==> src/rtl/run_halt_if.sv <==
// Run/halt controller signal bundle: panel/decode inputs and pipeline control outputs.
interface run_halt_if;
  logic       exec;
  logic       halt_id;
  logic       in_id;
  logic       step_mode;
  logic       running;
  logic       pc_write;
  logic       if_flush;
  logic       press;
  logic [1:0] stop_cause;
  logic       halt_inflight;

  // Core/panel side: drives decode and switch inputs, consumes control.
  modport master (
    output exec, halt_id, in_id, step_mode,
    input  running, pc_write, if_flush, press, stop_cause, halt_inflight
  );

  // Controller side.
  modport slave (
    input  exec, halt_id, in_id, step_mode,
    output running, pc_write, if_flush, press, stop_cause, halt_inflight
  );
endinterface

==> src/rtl/run_halt_controller.sv <==
// Run/stop sequencer for the pipelined SIMPLE core: debounces the exec switch
// into a run toggle, tracks HLT through the post-decode stages and stops on
// HLT retirement or IN reaching EX. Optional feature macro: SINGLE_STEP_EN
// (a press while stopped with step_mode=1 runs exactly one cycle).
module run_halt_controller #(
  parameter int unsigned DEBOUNCE_CYCLES = 15,
  parameter int unsigned CNT_W           = 16,
  parameter int unsigned PIPE_DEPTH      = 3
) (
  input  logic          clock,
  input  logic          reset,
  run_halt_if.slave     bus
);

  typedef enum logic [1:0] {
    ST_STOP = 2'd0,
    ST_RUN  = 2'd1,
    ST_STEP = 2'd2
  } state_e;

  localparam logic [1:0] CAUSE_NONE = 2'b00;
  localparam logic [1:0] CAUSE_HLT  = 2'b01;
  localparam logic [1:0] CAUSE_IN   = 2'b10;
`ifdef SINGLE_STEP_EN
  localparam logic [1:0] CAUSE_STEP = 2'b11;
`endif

  localparam logic [CNT_W-1:0] CNT_ONE = CNT_W'(1);
  localparam logic [CNT_W-1:0] CNT_MAX = CNT_W'(DEBOUNCE_CYCLES);

  state_e                r_state;
  logic                  r_exec_q;
  logic [CNT_W-1:0]      r_cnt;
  logic                  r_press;
  logic [1:0]            r_cause;
  logic [PIPE_DEPTH-1:0] r_hsr;
  logic                  r_in_ex;

  state_e                w_state_nxt;
  logic [CNT_W-1:0]      w_cnt_nxt;
  logic                  w_press_nxt;
  logic [1:0]            w_cause_nxt;
  logic [PIPE_DEPTH-1:0] w_hsr_nxt;
  logic                  w_in_ex_nxt;

  logic                  w_running;
  logic                  w_halt_stop;
  logic                  w_in_stop;
  logic                  w_halt_inflight;

`ifndef SINGLE_STEP_EN
  logic                  w_unused_step;
  assign w_unused_step = bus.step_mode;
`endif

  assign w_running       = (r_state != ST_STOP);
  assign w_halt_stop     = w_running & r_hsr[PIPE_DEPTH-1];
  assign w_in_stop       = w_running & r_in_ex;
  assign w_halt_inflight = bus.halt_id | (|r_hsr);

  assign bus.running       = w_running;
  assign bus.halt_inflight = w_halt_inflight;
  assign bus.if_flush      = w_halt_inflight;
  assign bus.pc_write      = w_running & ~w_halt_inflight;
  assign bus.press         = r_press;
  assign bus.stop_cause    = r_cause;

  // Debounce: count stable cycles after a level change, pulse press on a stable 1.
  always_comb begin
    w_cnt_nxt   = r_cnt;
    w_press_nxt = 1'b0;
    if (bus.exec != r_exec_q) begin
      w_cnt_nxt = CNT_ONE;
    end else if (r_cnt == '0) begin
      w_cnt_nxt = '0;
    end else if (r_cnt == CNT_MAX) begin
      w_cnt_nxt   = '0;
      w_press_nxt = bus.exec;
    end else begin
      w_cnt_nxt = r_cnt + CNT_ONE;
    end
  end

  // HLT shift register and IN-in-EX flag advance only while the pipe runs.
  always_comb begin
    w_hsr_nxt   = r_hsr;
    w_in_ex_nxt = r_in_ex;
    if (w_halt_stop) begin
      w_hsr_nxt = '0;
    end else if (w_running) begin
      w_hsr_nxt[0] = bus.halt_id;
      for (int i = 1; i < int'(PIPE_DEPTH); i++) begin
        w_hsr_nxt[i] = r_hsr[i-1];
      end
    end
    if (w_in_stop) begin
      w_in_ex_nxt = 1'b0;
    end else if (w_running) begin
      w_in_ex_nxt = bus.in_id;
    end
  end

  // Run state: HLT retire, then IN stop, then step end, then press toggle.
  always_comb begin
    w_state_nxt = r_state;
    w_cause_nxt = r_cause;
    if (w_halt_stop) begin
      w_state_nxt = ST_STOP;
      w_cause_nxt = CAUSE_HLT;
    end else if (w_in_stop) begin
      w_state_nxt = ST_STOP;
      w_cause_nxt = CAUSE_IN;
`ifdef SINGLE_STEP_EN
    end else if (r_state == ST_STEP) begin
      w_state_nxt = ST_STOP;
      w_cause_nxt = CAUSE_STEP;
`endif
    end else if (r_press) begin
      if (w_running) begin
        w_state_nxt = ST_STOP;
        w_cause_nxt = CAUSE_NONE;
      end else begin
`ifdef SINGLE_STEP_EN
        w_state_nxt = bus.step_mode ? ST_STEP : ST_RUN;
`else
        w_state_nxt = ST_RUN;
`endif
      end
    end
  end

  // State and datapath registers with synchronous reset.
  always_ff @(posedge clock) begin
    if (reset) begin
      r_state  <= ST_STOP;
      r_exec_q <= bus.exec;
      r_cnt    <= '0;
      r_press  <= 1'b0;
      r_cause  <= CAUSE_NONE;
      r_hsr    <= '0;
      r_in_ex  <= 1'b0;
    end else begin
      r_state  <= w_state_nxt;
      r_exec_q <= bus.exec;
      r_cnt    <= w_cnt_nxt;
      r_press  <= w_press_nxt;
      r_cause  <= w_cause_nxt;
      r_hsr    <= w_hsr_nxt;
      r_in_ex  <= w_in_ex_nxt;
    end
  end

endmodule

==> src/flat_wrapper.sv <==
// flat-port wrapper written by rule: the top's interface ports become plain ports
module run_halt_controller_flat 
#(
  parameter int unsigned DEBOUNCE_CYCLES = 15,
  parameter int unsigned CNT_W           = 16,
  parameter int unsigned PIPE_DEPTH      = 3
)
  (clock, reset, bus_exec, bus_halt_id, bus_in_id, bus_step_mode, bus_running, bus_pc_write, bus_if_flush, bus_press, bus_stop_cause, bus_halt_inflight);
  run_halt_if bus_i ();
  input  logic clock;
  input  logic reset;
  input wire logic [$bits(bus_i.exec)-1:0] bus_exec;
  input wire logic [$bits(bus_i.halt_id)-1:0] bus_halt_id;
  input wire logic [$bits(bus_i.in_id)-1:0] bus_in_id;
  input wire logic [$bits(bus_i.step_mode)-1:0] bus_step_mode;
  output wire logic [$bits(bus_i.running)-1:0] bus_running;
  output wire logic [$bits(bus_i.pc_write)-1:0] bus_pc_write;
  output wire logic [$bits(bus_i.if_flush)-1:0] bus_if_flush;
  output wire logic [$bits(bus_i.press)-1:0] bus_press;
  output wire logic [$bits(bus_i.stop_cause)-1:0] bus_stop_cause;
  output wire logic [$bits(bus_i.halt_inflight)-1:0] bus_halt_inflight;
  assign bus_i.exec = bus_exec;
  assign bus_i.halt_id = bus_halt_id;
  assign bus_i.in_id = bus_in_id;
  assign bus_i.step_mode = bus_step_mode;
  assign bus_running = bus_i.running;
  assign bus_pc_write = bus_i.pc_write;
  assign bus_if_flush = bus_i.if_flush;
  assign bus_press = bus_i.press;
  assign bus_stop_cause = bus_i.stop_cause;
  assign bus_halt_inflight = bus_i.halt_inflight;
  run_halt_controller #(.DEBOUNCE_CYCLES(DEBOUNCE_CYCLES), .CNT_W(CNT_W), .PIPE_DEPTH(PIPE_DEPTH)) u_core (.clock(clock), .reset(reset), .bus(bus_i));
endmodule
==> config.mk <==
export PLATFORM = sky130hd
export DESIGN_NAME = run_halt_controller_flat
export DESIGN_NICKNAME = d
export VERILOG_FILES = /design/src/rtl/run_halt_if.sv /design/src/rtl/run_halt_controller.sv /design/src/flat_wrapper.sv
export SDC_FILE = /design/constraint.sdc
export NUM_CORES = 1
export LEC_CHECK = 0
export CAP_MARGIN = 20
export CORE_MARGIN = 5
export CORE_UTILIZATION = 60
export CTS_CLUSTER_SIZE = 30
export DETAILED_ROUTE_END_ITERATION = 8
export DONT_BUFFER_PORTS = 1
export PLACE_DENSITY = 0.76
export SLEW_MARGIN = 20
export SYNTH_ARGS = -nofsm -noshare
export SYNTH_HDL_FRONTEND = slang
export SYNTH_SLANG_ARGS = --single-unit
==> constraint.sdc <==
create_clock -name clock -period 1.73 [get_ports clock]
set_clock_uncertainty 0.15 [all_clocks]
set_input_delay 0.2595 -clock clock [delete_from_list [all_inputs] [get_ports clock]]
set_output_delay 0.2595 -clock clock [all_outputs]
set_load 0.03 [all_outputs]
Yosys cells after proc, flatten, opt, wreduce, memory -nomap -nowiden
Cells that the tools add are included.
{"block": "totals", "in_bits": 6, "out_inout_bits": 7, "ff_bits": 26, "wordCells": 40}
{"block": "op_classes", "n_reduce_logical": 14, "add_sub_neg": 1, "n_mux": 8, "eq_ne": 2, "bitwise_logic": 6}
{"cell": "adder 16 x 1 -> 16 bit, second input constant", "count": 1}
{"cell": "equality test 16 x 4 -> 1 bit, second input constant", "count": 1}
{"cell": "zero test 16 bit", "count": 1}
{"cell": "OR reduction 4 bit", "count": 2}
{"cell": "2-to-1 mux 2 bit", "count": 3}
{"cell": "nonzero test 2 bit", "count": 3}
{"cell": "nonzero test 3 bit", "count": 2}
{"cell": "OR reduction 3 bit", "count": 2}
{"cell": "2-to-1 mux 1 bit", "count": 5}
{"cell": "AND reduction 2 bit", "count": 2}
{"cell": "OR reduction 2 bit", "count": 2}
{"cell": "AND 1 bit", "count": 3}
{"cell": "NOT 1 bit", "count": 2}
{"cell": "!= test 1 bit", "count": 1}
{"cell": "bitwise OR 1 bit", "count": 1}

Depth between registers and ports, before layout
Gate-level depths: netlist of run 1.
{"block": "logic_depth", "word_depth": 5, "ltp_mapped": 7, "ltp_nobuf": 6}

Worst setup path before layout of run 1
OpenSTA, ideal clock, no wires.
{"block": "synth_path", "path_type": "register -> output", "startpoint": "reg u_core.r_hsr[2]", "endpoint": "out bus_pc_write", "arrival_ns": 1.508, "n_path_buf": 0, "setup_slack_ns": -0.188, "stages_incl_launch_ff": 3, "required_time_ns": 1.321, "path_cell_list": "dfxtp_1 > or4_1 > nor2_1"}
{"block": "synth_via", "elab_chain_len": 4}
{"element": "start: declaration", "line": "run_halt_controller.sv:36", "source": "logic [PIPE_DEPTH-1:0] r_hsr;"}
{"element": "start signal: assignment", "line": "run_halt_controller.sv:148", "source": "r_hsr <= w_hsr_nxt;"}
{"element": "OR reduction 3 bit", "line": "run_halt_controller.sv:59", "source": "assign w_halt_inflight = bus.halt_id | (|r_hsr);"}
{"element": "bitwise OR 1 bit", "line": "run_halt_controller.sv:59"}
{"element": "net bus_halt_inflight", "line": "flat_wrapper.sv:21", "source": "output wire logic [$bits(bus_i.halt_inflight)-1:0] bus_halt_inflight;"}
{"element": "NOT 1 bit", "line": "run_halt_controller.sv:64", "source": "assign bus.pc_write = w_running & ~w_halt_inflight;"}
{"element": "AND 1 bit", "line": "run_halt_controller.sv:64"}
{"element": "end: declaration", "line": "flat_wrapper.sv:17", "source": "output wire logic [$bits(bus_i.pc_write)-1:0] bus_pc_write;"}
The timed path passes the listed nets, and every way through them passes these cells.

Worst setup path in the final report of run 1
{"block": "layout_path", "startpoint": "reg u_core.r_hsr[1]", "endpoint": "out bus_pc_write"}
{"block": "layout_via", "elab_chain_len": 4}
{"element": "OR reduction 3 bit", "line": "run_halt_controller.sv:59"}
{"element": "bitwise OR 1 bit", "line": "run_halt_controller.sv:59"}
{"element": "NOT 1 bit", "line": "run_halt_controller.sv:64"}
{"element": "AND 1 bit", "line": "run_halt_controller.sv:64"}
No other way between the ends.

==> impl_metrics.yaml, run 1 <==
global_routing:
  grtUsageMet2_pct: 31.43
  grt_max_degree: 16
  antenna_found_initial: 0
  gr-usage-met3_pct: 6.479
  grt_pass1_wl_mm: 3.995
  grt_use_met1_pct: 24.32
  grt-busiest-layer: "met2"
  grt_overflow: 0
  grt_use_total_pct: 19.23
  grt_pass1_vias: 912
final_layout:
  nFillCells: 133
  design_area_um2: 1326
  area_growth_pct: 17.91
  drive_gt1_share_pct: 19.72
  nNetsFinal: 151
  antennaDiodeCount: 0
sta:
  worst_pin_slew_ns: 0.4552
  fmax_mhz: 550.8
  fin_setup_tns_ns: -0.2138
  layout_worst_path_cycle_share_pct: 104.9
  slew_viol_final: 0
  hold_viol_final: 0
  fin_ws_ns: -0.08551
  period_needed_ns: 1.816
  setup-violations-final: 3
  rsz0062_at_grt: "true"
  relSlewSlack_pct: 69.54
synth:
  muxShareOfSynthArea_pct: 0
  synth_cell_types: 33
  synth_edf_count: 0
  yosysWarnings: 0
  synth_compound_area_share_pct: 7.786
  avgSynthCellArea_um2: 8.788
  synth_top_family_by_area: "simple AND/OR/NAND/NOR gates"
  synth-simple-area-share_pct: 30.14
  ys_ff_latch: 25
  syn_nets: 136
  ys_seq_area_share_pct: 44.49
  ys.flop_type: "dfxtp_1"
  synth_xor_area_share_pct: 10.90
  syn_area_um2: 1125
  syn_inst: 128
  ys_async_sr_fraction_pct: 0
  synthAdderAreaFrac_pct: 2.225
floorplan:
  die_x_um: 53.30
  die_h_um: 53.30
  dieArea_um2: 2840
  initial_utilization_pct: 64.44
  io_pins: 13
  coreArea_um2: 1745
  rows: 15
placement:
  io_buffers: 0
  dpl_cell_area_um2: 1189
  place_hpwl_mm: 1.574
  place_congestion: 0.8304
clocking:
  clkTransAtPathRegs_ns: 0.14
  worstSkewPairLatency_ns: 0.33
  numCtsBuffers: 3
  root_buffer: "clkbuf_4"
  cts_sinks: 25
  htreeDepth: 1
  cts_tree: "built"
  clk_path_buf_depth: 2
critical_path:
  critPathMaxFanout: 2
  critPathArrivalTime_ns: 1.41
  critPathLaunchType: "flop"
  critPathKind: "reg2out"
  endpoint_kind: "output pin"
  required_ns: 1.32
route:
  vias: 959
  dr.pass1.iters: 5
  drc: 0
  drt_iter0_drc: 22
  wl_per_cell_um: 13.89
  drt_wl_total_mm: 2.320
  vias_per_cell: 5.743
  postRouteAntennaNets: 0
pwr:
  static-leakage-power_nw: 0.4533
  peakVddDrop_mv: 0.4763
  finalPower_mw: 0.9242
  p_per_area_nw_per_um2: 696.9
run_status:
  status: "finished, violations left"
  violations: "setup timing"
hold_path:
  min_path_type: "in2reg"
job:
  maxCapViolCount: 0
## what timing repair did
action	4_1_cts	5_1_grt
setup endpoints to repair	3	16
hold buffers	4	0
gates resized for setup	4	6
pin swaps	2	2
hold endpoints to repair	10	0
gates cloned	0	1
setup buffers	2	0
## area by class of cell
class / instances / area, µm² / share of cell area [%]
Clock inverter: 1 / 7.507 / 0.5660
Timing Repair Buffer: 13 / 111.4 / 8.396
Tap cell: 25 / 31.28 / 2.358
Sequential cell: 25 / 504.2 / 38.02
Multi-Input combinational cell: 94 / 626.9 / 47.26
Clock buffer: 3 / 22.52 / 1.698
Inverter: 6 / 22.52 / 1.698
## metrics by stage
step / instances / util (%) / setup slack [ns] / hold slack, ns
3_3_place_gp: 156 / 68.10 / 0.08123 / 0.1374
2_1_floorplan: 128 / - / 0.007350 / 0.1372
5_1_grt: 167 / 75.99 / -0.1411 / 0.05492
4_1_cts: 166 / 73.55 / -0.1234 / 0.02706
6_report: 167 / 75.99 / -0.08551 / 0.03619
3_5_place_dp: 156 / 68.10 / 0.06592 / 0.1375
## cells by family after synthesis
logic type | Yosys count
compound gates | 13
xor+xnor | 14
fa+ha+maj | 2
buf+inv | 10
flops | 25
simple gates | 64
## placed cells by master, fill, tap and decap left out, types with 4 or more instances in the layout
| cell | instances |
|---|---|
| dfxtp_1 | 22 |
| dlygate4sd3_1 | 4 |
| a21oi_1 | 5 |
| xnor2_1 | 7 |
| inv_1 | 6 |
| nand3_1 | 4 |
| nor2_1 | 23 |
| nand4_1 | 5 |
| nand2_1 | 7 |
| a22oi_1 | 4 |
| buf_4 | 8 |
| xor2_1 | 7 |
## per-layer routing
layer / routed length (µm) / part of all wire [%]
met1: 1044 / 45
met3: 93 / 4.0
met4: 21 / 0.91
met2: 1161 / 50
met5: 0 / 0
## cell usage after synthesis (2+ instances only)
library cell  count  area share, %
xnor2_1           7            5.5
nand4_1           5            2.8
nand3_1           4            1.8
nor4_1            6            3.3
and4_1            2            1.6
and3_1            2            1.1
or3_1             2            1.1
nor2_1           24            8.0
dfxtp_1          25             44
a22oi_1           4            2.7
a21oi_1           5            2.2
xor2_1            7            5.5
inv_1             6            2.0
nor2_2            2            1.1
ha_1              2            2.2
o21ai_0           2           0.89
nand2_1           7            2.3
## state kept, by name, indices dropped and copies added (netlist names)
| signal | count |
|---|---|
| u_core.bus.press | 1 |
| u_core.r_state | 1 |
| u_core.r_cnt | 16 |
| u_core.bus.stop_cause | 2 |
| u_core.r_in_ex | 1 |
| u_core.r_hsr | 3 |
| u_core.r_exec_q | 1 |
## worst paths after layout
check                               startpoint                     endpoint  slack [ns]  cells past startpoint
setup / recovery  u_core.r_hsr[1]$_SDFFE_PP0P_                 bus_pc_write       -0.09                      2
hold / removal                        bus_exec   u_core.r_cnt[0]$_SDFF_PP0_        0.04                      3
setup reg to reg    u_core.r_cnt[0]$_SDFF_PP0_  u_core.r_cnt[14]$_SDFF_PP0_        0.08                      5
hold reg to reg    u_core.r_cnt[15]$_SDFF_PP0_  u_core.r_cnt[15]$_SDFF_PP0_        0.39                      2
## critical path: stages (launching register included)
cell and delay [ns]:
dfxtp_2 0.35, or4_4 0.53, nor2_4 0.20
## power breakdown
group / internal [mW] / switching, mW / total (mW)
logic: 0.0293 / 0.0382 / 0.0675
clock network: 0.0885 / 0.176 / 0.264
registers: 0.582 / 0.0102 / 0.593
total: 0.700 / 0.224 / 0.924
No activity file was read; power rests on OpenSTA's default activity.
==> run 2: changes to the inputs <==
--- a/config.mk
+++ b/config.mk
@@ -7,10 +7,9 @@
 export LEC_CHECK = 0
 export CAP_MARGIN = 20
 export CORE_MARGIN = 5
-export CORE_UTILIZATION = 60
+export CORE_UTILIZATION = 53
 export CTS_CLUSTER_SIZE = 30
 export DETAILED_ROUTE_END_ITERATION = 8
-export DONT_BUFFER_PORTS = 1
 export PLACE_DENSITY = 0.76
 export SLEW_MARGIN = 20
 export SYNTH_ARGS = -nofsm -noshare
==> impl_metrics.yaml, run 2 (synthesis gave the netlist of run 1 again) <==
critical_path:
  endpoint_kind: "output pin"
  required_ns: 1.32
  r2r_end: "u_core.r_cnt[12]$_SDFF_PP0_"
  crit_cells: 3
  slowest_delay_ns: 0.55
  cp_top_family: "simple AND/OR/NAND/NOR gates"
  endpoint: "bus_pc_write"
  reg2reg_from: "u_core.r_cnt[0]$_SDFF_PP0_"
  critPathKind: "reg2out"
  r2r_setup_slack_ns: 0.13
  critPathLaunch: "u_core.r_hsr[1]$_SDFFE_PP0P_"
  path_cells: "or4_4 -> nor2_4 -> buf_6"
  path_buf_inv: 1
  critPathArrivalTime_ns: 1.41
  critPathLaunchType: "flop"
  crit_path_top_delay_cell: "or4_4"
  reg2reg_depth: 5
  critPathMaxFanout: 3
placement:
  io_buffers: 11
  place_hpwl_mm: 1.592
  place_congestion: 0.8632
floorplan:
  initial_utilization_pct: 56.19
  io_pins: 13
  die_h_um: 56.07
  rows: 16
  coreArea_um2: 2002
  die_x_um: 56.07
  dieArea_um2: 3144
pwr:
  p_switching_mw: 0.2041
  p_per_area_nw_per_um2: 665.5
  seqPwrFrac_pct: 64.7
  clock_power_share_pct: 27.3
  internal-power_mw: 0.7043
  static-leakage-power_nw: 0.5010
  switching_share_pct: 22.47
  peakVddDrop_mv: 0.5162
  finalPower_mw: 0.9084
  pwr-share-comb_pct: 8.0
sta:
  hold_viol_final: 0
  relSlewSlack_pct: 70.88
  setup-violations-final: 3
  holdWs_ns: 0.3003
  fmax_mhz: 548.5
  worst_pin_slew_ns: 0.4329
  period_needed_ns: 1.823
  slew_viol_final: 0
  layout_worst_path_cycle_share_pct: 105.4
  fin_ws_ns: -0.09318
  rsz0062_at_grt: "true"
global_routing:
  grt_pass1_vias: 920
  grt_use_total_pct: 15.32
  antenna_found_initial: 0
  grt_pass1_wl_mm: 3.864
  grt_overflow: 0
  grt_max_degree: 14
final_layout:
  drive_gt1_share_pct: 20.00
  post-route-util_pct: 68.19
  final_common_cell: "nor2_1"
  largest_reg_flops: 16
  area_growth_pct: 21.36
  mostFrequentLayoutCells: "23 x nor2_1, 22 x dfxtp_1, 11 x buf_4"
  antennaDiodeCount: 0
  nFillCells: 169
  regMostFlops: "u_core.r_cnt"
  nNetsFinal: 159
clocking:
  cts_setup_buffers: 0
  cts_sinks: 25
  htreeDepth: 1
  cts_hold_buf: 0
  cts_tree: "built"
  worstSkewPairLatency_ns: 0.31
  root_buffer: "clkbuf_4"
  clkTransAtPathRegs_ns: 0.12
  clk_path_buf_depth: 2
  numCtsBuffers: 3
run_status:
  status: "finished, violations left"
  violations: "setup timing"
route:
  postRouteAntennaNets: 0
  dr.pass1.iters: 4
  drc: 0
  vias_per_cell: 5.288
  vias: 936
  drt_wl_total_mm: 2.132
  wl_per_cell_um: 12.05
  drt_iter0_drc: 17
hold_path:
  min_path_cells: 1
  min_path_type: "in2reg"
job:
  maxCapViolCount: 0
-- run 2: worst min-delay path by stage --
stage                     slack (ns)                                    end                                   from
after global placement          0.33  u_core.bus.stop_cause[0]$_SDFFE_PP0P_  u_core.bus.stop_cause[0]$_SDFFE_PP0P_
after detailed placement        0.34  u_core.bus.stop_cause[0]$_SDFFE_PP0P_  u_core.bus.stop_cause[0]$_SDFFE_PP0P_
after floorplan                 0.14                u_core.r_exec_q$_DFF_P_                               bus_exec
after CTS                       0.29                u_core.r_exec_q$_DFF_P_                               bus_exec
after global routing            0.27                u_core.r_exec_q$_DFF_P_                               bus_exec
final                           0.30                u_core.r_exec_q$_DFF_P_                               bus_exec
-- run 2: what timing repair did --
item,in CTS,in global routing
pin swaps,0,1
resized for setup,16,6
setup endpoints to repair,7,16
-- run 2: power by group through the flow --
stage | clock network [mW] | logic, mW | registers (mW)
after global placement | 0 | 0.0724 | 0.600
after floorplan | 0 | 0.0405 | 0.604
after detailed placement | 0 | 0.0732 | 0.600
after CTS | 0.264 | 0.0708 | 0.587
after global routing | 0.298 | 0.0809 | 0.590
final | 0.248 | 0.0724 | 0.588
-- run 2: worst register-to-register path, delay by kind of cell (launching register included) --
kind / cells / cell delay [ns]
and+or+nand+nor: 3 / 0.63
DFF: 1 / 0.37
adders and majority gates: 1 / 0.21
xor gates and xnor gates: 1 / 0.14
-- run 2: metrics by stage --
| stage | setup TNS [ns] | cells | setup slack [ns] | instance area [µm²] |
|---|---|---|---|---|
| detailed placement | -1.045 | 173 | -0.4725 | 1329 |
| global placement | -0.9962 | 173 | -0.4571 | 1329 |
| global route | -0.4064 | 177 | -0.1510 | 1365 |
| finish | -0.2286 | 177 | -0.09318 | 1365 |
| floorplan | 0 | 128 | 0.007350 | 1132 |
| CTS | -0.3010 | 177 | -0.1182 | 1348 |
-- run 2: area by class of cell --
type | instances | area, µm² | area share [%]
clock buffer | 4 | 26.28 | 1.925
inverter | 6 | 22.52 | 1.650
multi-input combinational | 93 | 599.3 | 43.90
sequential | 25 | 504.2 | 36.94
tap | 27 | 33.78 | 2.475
timing repair buffer | 22 | 178.9 | 13.11
-- run 2: routing by layer --
layer	part of all wire (%)	GRT usage, %
met1	48	17.23
met2	45	25.04
met3	4.7	4.872
met4	2.1	9.153
met5	0	0
==> run 3: changes to the inputs <==
--- a/config.mk
+++ b/config.mk
@@ -11,6 +11,7 @@
 export CTS_CLUSTER_SIZE = 30
 export DETAILED_ROUTE_END_ITERATION = 8
 export PLACE_DENSITY = 0.76
+export SKIP_CTS_REPAIR_TIMING = 1
 export SLEW_MARGIN = 20
 export SYNTH_ARGS = -nofsm -noshare
 export SYNTH_HDL_FRONTEND = slang
==> impl_metrics.yaml, run 3 (synthesis gave the netlist of run 1 again) <==
run_status:
  violations: "setup timing"
  status: "finished, violations left"
final_layout:
  regMostFlops: "u_core.r_cnt"
  nNetsFinal: 159
  antennaDiodeCount: 0
  area_growth_pct: 22.58
  post-route-util_pct: 68.88
  drive_gt1_share_pct: 19.33
  fin_cells: 177
  mostFrequentLayoutCells: "23 x nor2_1, 23 x dfxtp_1, 11 x buf_4"
  largest_reg_flops: 16
  nFillCells: 169
route:
  postRouteAntennaNets: 0
  dr.pass1.iters: 4
  wl_per_cell_um: 12.22
  drt_wl_total_mm: 2.163
  vias_per_cell: 5.367
  vias: 950
  drc: 0
  drt_iter0_drc: 16
floorplan:
  dieArea_um2: 3144
  die_h_um: 56.07
  initial_utilization_pct: 56.19
  coreArea_um2: 2002
  io_pins: 13
  rows: 16
  die_x_um: 56.07
critical_path:
  reg2reg_depth: 5
  critPathArrivalTime_ns: 1.41
  critPathKind: "reg2out"
  endpoint_kind: "output pin"
  r2r_setup_slack_ns: 0.13
  critPathMaxFanout: 3
  required_ns: 1.32
  slowest_delay_ns: 0.55
  crit_path_top_delay_cell: "or4_4"
  cp_top_family: "simple AND/OR/NAND/NOR gates"
  path_buf_inv: 1
  critPathLaunchType: "flop"
  reg2reg_from: "u_core.r_cnt[0]$_SDFF_PP0_"
  r2r_end: "u_core.r_cnt[12]$_SDFF_PP0_"
  path_cells: "or4_4 -> nor2_4 -> buf_6"
clocking:
  clkTransAtPathRegs_ns: 0.13
  numCtsBuffers: 3
  cts_sinks: 25
  root_buffer: "clkbuf_4"
  clk_path_buf_depth: 2
  worstSkewPairLatency_ns: 0.31
  htreeDepth: 1
  cts_tree: "built"
pwr:
  p_per_area_nw_per_um2: 660.8
  switching_share_pct: 22.56
  static-leakage-power_nw: 0.5548
  clock_power_share_pct: 27.4
  seqPwrFrac_pct: 64.5
  pwr-share-comb_pct: 8.1
  peakVddDrop_mv: 0.5125
  p_switching_mw: 0.2055
  internal-power_mw: 0.7056
global_routing:
  antenna_found_initial: 0
  grt_pass1_vias: 920
  grt_overflow: 0
  grt_use_total_pct: 15.13
  grt_max_degree: 14
  grt_pass1_wl_mm: 3.808
sta:
  slew_viol_final: 0
  relSlewSlack_pct: 72.21
  hold_viol_final: 0
  fin_ws_ns: -0.09286
  fmax_mhz: 548.6
  setup-violations-final: 3
  worst_pin_slew_ns: 0.4131
  holdWs_ns: 0.2983
  period_needed_ns: 1.823
  layout_worst_path_cycle_share_pct: 105.4
  rsz0062_at_grt: "true"
hold_path:
  min_path_cells: 1
  worstHoldStart: "bus_exec"
  holdPathEnd: "u_core.r_exec_q$_DFF_P_"
  min_path_type: "in2reg"
placement:
  place_congestion: 0.8632
  io_buffers: 11
  place_inst: 173
  place_hpwl_mm: 1.592
job:
  maxCapViolCount: 0
-- run 3: area by class of cell --
cell class	count	area, µm²	area share [%]
Multi-Input combinational cell	93	599.3	43.47
Clock buffer	4	26.28	1.906
Timing Repair Buffer	22	193.9	14.07
Sequential cell	25	503.0	36.48
Inverter	6	22.52	1.633
Tap cell	27	33.78	2.450
-- run 3: worst max-delay path by stage --
stage	cells after the start	slack (ns)	startpoint	end
2_1_floorplan	2	0.007	u_core.r_hsr[2]$_SDFFE_PP0P_	bus_pc_write
3_3_place_gp	3	-0.46	bus_halt_id	bus_if_flush
3_5_place_dp	3	-0.47	bus_halt_id	bus_if_flush
4_1_cts	2	-0.57	u_core.r_hsr[2]$_SDFFE_PP0P_	bus_if_flush
5_1_grt	3	-0.16	u_core.r_hsr[2]$_SDFFE_PP0P_	bus_pc_write
6_report	3	-0.09	u_core.r_hsr[2]$_SDFFE_PP0P_	bus_pc_write
-- run 3: metrics by stage --
| step | setup WS, ns | total power, mW | cell area, µm² | setup TNS [ns] |
|---|---|---|---|---|
| after global routing | -0.1593 | 0.9694 | 1379 | -0.4303 |
| final | -0.09286 | 0.9111 | 1379 | -0.2267 |
| after CTS | -0.5687 | 0.9249 | 1355 | -1.689 |
| after detailed placement | -0.4725 | 0.6730 | 1329 | -1.045 |
| after floorplan | 0.007350 | 0.6448 | 1132 | 0 |
| after global placement | -0.4571 | 0.6724 | 1329 | -0.9962 |
-- run 3: power by group through the flow --
stage | Clock, mW | Combinational [mW] | Sequential [mW]
5_1_grt | 0.298 | 0.0820 | 0.590
3_3_place_gp | 0 | 0.0724 | 0.600
4_1_cts | 0.264 | 0.0737 | 0.587
6_report | 0.250 | 0.0735 | 0.588
2_1_floorplan | 0 | 0.0405 | 0.604
3_5_place_dp | 0 | 0.0732 | 0.600
-- run 3: routing by layer --
layer | up-vias | share of wire (%) | global-route usage, %
met5 | - | 0 | 0
met4 | 0 | 2.7 | 9.153
met3 | 7 | 3.4 | 3.944
met2 | 20 | 45 | 25.21
met1 | 433 | 49 | 17.09
li1 | 490 | - | -
